<file path="src/rtl/inst_fetch.sv">
// inst_fetch: instruction fetch stage that sits in front of the decoder.
// It owns the PC and issues one word fetch at a time over a
// request/grant/response interface. It holds one fetched instruction,
// with its PC, in an output buffer that uses a valid/ready handshake.
// Redirects from execute flush the buffer and discard any stale response.
// Optional feature macro: INST_FETCH_MISALIGN_FAULT_EN. It adds the
// fetch_fault port and reports misaligned redirect targets instead of
// masking their low bits.
module inst_fetch #(
    parameter logic [31:0] RESET_PC = 32'h0000_0000,
    parameter logic [31:0] PC_STEP  = 32'd4
) (
    input  logic        clk,
    input  logic        reset,
    output logic        imem_req,
    output logic [31:0] imem_addr,
    input  logic        imem_gnt,
    input  logic        imem_rvalid,
    input  logic [31:0] imem_rdata,
    input  logic        redirect,
    input  logic [31:0] redirect_pc,
    output logic        inst_valid,
    input  logic        inst_ready,
    output logic [31:0] inst,
    output logic [31:0] inst_pc
`ifdef INST_FETCH_MISALIGN_FAULT_EN
    ,
    output logic        fetch_fault
`endif
);

    typedef enum logic [1:0] {
        S_REQ   = 2'd0,
        S_WAIT  = 2'd1,
        S_DRAIN = 2'd2
    } state_t;

    state_t      r_state;
    state_t      w_state_next;
    logic [31:0] r_pc;
    logic [31:0] r_inst;
    logic [31:0] r_inst_pc;
    logic        r_inst_valid;
    logic        w_grant;
    logic        w_refill;
    logic        w_fault_hold;
    logic [31:0] w_target;

`ifdef INST_FETCH_MISALIGN_FAULT_EN
    logic        r_fault;
    logic        w_misaligned;

    // A misaligned target is loaded as-is and raises the fault.
    assign w_misaligned = |redirect_pc[1:0];
    assign w_target     = redirect_pc;
    assign w_fault_hold = r_fault;
    assign fetch_fault  = r_fault;
`else
    // The target is always word aligned: its two low bits are dropped.
    assign w_target     = redirect_pc & 32'hFFFF_FFFC;
    assign w_fault_hold = 1'b0;
`endif

    // A request is accepted this cycle.
    assign w_grant  = imem_req && imem_gnt;
    // A response is written into the buffer. A redirect in the same cycle
    // makes the response stale, so it is dropped.
    assign w_refill = (r_state == S_WAIT) && imem_rvalid && !redirect;

    // State register
    always_ff @(posedge clk) begin
        if (reset) begin
            r_state <= S_REQ;
        end else begin
            r_state <= w_state_next;
        end
    end

    // Next-state logic. A redirect turns any request still in flight into a
    // stale one, and the DRAIN state then throws that response away.
    always_comb begin
        w_state_next = r_state;
        case (r_state)
            S_REQ: begin
                if (w_grant) begin
                    w_state_next = redirect ? S_DRAIN : S_WAIT;
                end
            end
            S_WAIT: begin
                if (imem_rvalid) begin
                    w_state_next = S_REQ;
                end else if (redirect) begin
                    w_state_next = S_DRAIN;
                end
            end
            S_DRAIN: begin
                if (imem_rvalid) begin
                    w_state_next = S_REQ;
                end
            end
            default: w_state_next = S_REQ;
        endcase
    end

    // Output logic. A request is issued only if the buffer will have room
    // this cycle: it is empty now, or the decoder is taking its contents.
    always_comb begin
        imem_req   = !reset && (r_state == S_REQ) &&
                     (!r_inst_valid || inst_ready) && !w_fault_hold;
        imem_addr  = r_pc;
        inst_valid = r_inst_valid;
        inst       = r_inst;
        inst_pc    = r_inst_pc;
    end

    // PC register and output buffer. A redirect takes priority over a
    // refill and over a consume.
    always_ff @(posedge clk) begin
        if (reset) begin
            r_pc         <= RESET_PC;
            r_inst       <= 32'h0;
            r_inst_pc    <= 32'h0;
            r_inst_valid <= 1'b0;
        end else if (redirect) begin
            r_pc         <= w_target;
            r_inst_valid <= 1'b0;
        end else if (w_refill) begin
            r_inst       <= imem_rdata;
            r_inst_pc    <= r_pc;
            r_inst_valid <= 1'b1;
            r_pc         <= r_pc + PC_STEP;
        end else if (r_inst_valid && inst_ready) begin
            r_inst_valid <= 1'b0;
        end
    end

`ifdef INST_FETCH_MISALIGN_FAULT_EN
    // Fault flag. It is set by a misaligned redirect and cleared by the
    // next aligned redirect.
    always_ff @(posedge clk) begin
        if (reset) begin
            r_fault <= 1'b0;
        end else if (redirect) begin
            r_fault <= w_misaligned;
        end
    end
`endif

endmodule

</file>
<file path="config.mk">
export PLATFORM = sky130hd
export DESIGN_NAME = inst_fetch
export DESIGN_NICKNAME = d
export VERILOG_FILES = /design/src/rtl/inst_fetch.sv
export SDC_FILE = /design/constraint.sdc
export NUM_CORES = 1
export LEC_CHECK = 0
export BUFFER_PORTS_ARGS = -buffer_cell sky130_fd_sc_hd__buf_2
export CAP_MARGIN = 10
export CORE_MARGIN = 3
export CORE_UTILIZATION = 44
export CTS_BUF_LIST = sky130_fd_sc_hd__clkbuf_8 sky130_fd_sc_hd__clkbuf_16
export DETAILED_ROUTE_END_ITERATION = 12
export GPL_ROUTABILITY_DRIVEN = 0
export PLACE_DENSITY = 0.73
export SLEW_MARGIN = 0
export SYNTH_ARGS = -nofsm -noshare
export SYNTH_HDL_FRONTEND = slang
export SYNTH_SLANG_ARGS = --single-unit
</file>
<file path="constraint.sdc">
create_clock -name clk -period 2 [get_ports clk]
set_input_delay 0.1 -clock clk [delete_from_list [all_inputs] [get_ports clk]]
set_output_delay 0.1 -clock clk [all_outputs]
set_load 0.01 [all_outputs]
</file>
==> out/metrics.csv <==
metric;value;unit
status;finished clean;
RSZ-0062 raised after global routing;yes;
Reg clk slew, reported paths;90;ps
Initial Utilization;45.4;%
Core Area;9280;µm²
top post-synthesis cells by area;dfxtp_1 (45%), nand2_1 (13%), a21oi_1 (7.6%);
Max Clk Rate;0.515;GHz
worst-path fanout max;4;
detailed placer's ending HPWL;8980;µm
first-pass GRT wire length;21500;µm
dpl cells;821;
maximum capacitance violations;0;
Yosys top cell by area;dfxtp_1;
EDFF count, synth;0;
skew final;9.23;ps
Final ANT Viol Nets;0;
Synth top area share;45.1;%
CTS max path bufs;2;
number of port buffers;161;
leakage;2.49;nW
CTS tree;yes;
number of global-route vias before repair;4438;
via count;4559;
FF+latch count, synth;95;
Routed WL;13000;µm
I/O Pins;168;
Required @ worst endpoint;2270;ps
Syn Std Cell Area;4220;µm²
Antenna diodes;0;
final net count;810;
grt ovf;0;
Avg Synthesized Cell Area;7.94;µm²
FFs w/ async S/R, synth;0;%
Layout Cells excl Fill;872;
Routed wire per std cell;14.9;µm
Synth cell types;47;
die height;104;µm
Crit Path Class;reg -> reg;
min-delay worst type;in -> reg;
Vias/cell;5.23;
drt initial violations;222;
Die Width;104;µm
max-slew violations;0;
htree depth;3;
Cell Pwr Density;635;nW/µm²
TritonCTS Sinks;95;
Crit. End Element;flip-flop;
Area growth syn-to-layout;39.7;%
GRT Util Overall;23.9;%
largest net degree at the start of global routing;43;
final setup fails;0;
root buffer cell;clkbuf_8;
Pwr Total;3.74;mW
final hold violation count;0;
DRC violation count after routing;0;
Die ar.;10800;µm²
CTS Buf Count;9;
VDD IR max;0.358;mV
DRT Pass-1 Iters;5;
prevailing post-synth register cell;dfxtp_1;
crit start category;flip-flop;
Tmin final;1940;ps
synth warn;0;
# fillers;847;
later-pin clock latency in the skew report;350;ps
post-synthesis cell count;531;
Period Utilization, post-route;97.2;%
initial antenna violation count;1;
share of cells above drive strength 1;31.8;%
Post-CTS Setup Inserts;0;
row count;35;
Seq/Total Area, Yosys;45.1;%
Worst EP arrival;2210;ps
flip-flops by register name, indices dropped and copies added, names as in the netlist:
name	flops
r_state	2
imem_addr	30
inst_valid	1
inst	32
inst_pc	30
metal layers:
layer / vias to the layer above / GRT usage [%] / routed length (µm)
li1: 2251 / - / -
met1: 2116 / 30.2 / 5550
met2: 163 / 40.2 / 6350
met3: 27 / 4.78 / 798
met4: 2 / 9.69 / 280
met5: - / 0 / 18
synth_stat cells, types with 4 or more instances:
cell and instances:
xnor2_1 5, a211oi_1 12, or4_1 4, nand2_1 143
nor2_1 28, a21oi_1 64, dfxtp_1 95, a311oi_1 15
and4_1 8, a2111oi_0 6, nand3b_1 5, nor3_1 15
o21ai_0 7, xor2_1 4, nand4_1 7, buf_6 4
nor2b_1 4, clkbuf_1 29, and2_1 5, inv_1 10
nand3_1 11, or3_1 8, nor4_1 5, buf_4 5
critical path, stage by stage (launching register included):
cell and delay, ps:
dfxtp_2 340, nand4b_4 190, or4_4 520, or4_4 530
a311oi_2 280
where the power goes:
part | total (mW) | switching, mW | internal (mW)
combinational | 0.478 | 0.243 | 0.235
sequential | 2.00 | 0.0544 | 1.94
clock | 1.26 | 0.683 | 0.581
cell families (layout without fill, tap and decap cells):
family,count (synthesis),after routing,share of synthesized area (%)
AOI/OAI and AO/OA,114,114,16.7
other,1,4,0.0889
muxes,1,1,0.237
xor gates and xnor gates,9,9,1.87
buffers and inverters,52,261,6.29
DFF,95,95,45.1
and+or+nand+nor,258,258,29.4
adders and majority gates,1,1,0.297
final timing paths:
check / from / end / slack, ps / depth (start not counted)
hold / removal: redirect_pc[18] / imem_addr[18]$_SDFFE_PP0P_ / 9 / 3
setup / recovery: r_state[1]$_SDFFE_PP0P_ / imem_addr[31]$_SDFFE_PP0P_ / 60 / 4
setup reg to reg: r_state[1]$_SDFFE_PP0P_ / imem_addr[31]$_SDFFE_PP0P_ / 60 / 4
hold reg to reg: r_state[1]$_SDFFE_PP0P_ / r_state[0]$_SDFFE_PP0P_ / 430 / 1
area by class of cell:
type                       count  area, µm²  area share [%]
inverter                      10       37.5           0.637
tap                          129        161            2.74
clock inverter                 6       68.8            1.17
sequential                    95       1910            32.4
clock buffer                   9        124            2.10
multi-input combinational    387       2100            35.7
timing repair buffer         236       1490            25.2
cell usage in the layout (no fill, tap or decap), types with 9 or more instances in the layout:
cell	n
nor2_1	27
nand2_1	143
nor3_1	14
clkbuf_8	9
buf_2	160
inv_1	10
dfxtp_1	89
dlygate4sd3_1	36
a211oi_1	12
buf_4	38
a311oi_1	14
nand3_1	11
a21oi_1	64
per-stage QoR:
| step | area (µm²) | util [%] | hold WS [ps] | setup slack [ps] | TNS [ps] |
|---|---|---|---|---|---|
| after floorplan | 4230 | - | 236 | 5.74 | 0 |
| after global placement | 5300 | 57.1 | 341 | 41.0 | 0 |
| after detailed placement | 5300 | 57.1 | 348 | 13.8 | 0 |
| after CTS | 5860 | 63.1 | 0.0140 | 16.5 | 0 |
| after global routing | 5890 | 63.5 | 18.4 | -6.62 | -7.87 |
| final | 5890 | 63.5 | 8.54 | 56.9 | 0 |
timing repair:
action | CTS | global route
endpoints found under the setup margin | 1 | 7
resized for setup | 1 | 12
endpoints found under the hold margin | 36 | 0
hold buffers | 36 | 0
cloned | 0 | 0
pin swaps | 0 | 2
Power figures use the tool's default switching activity.
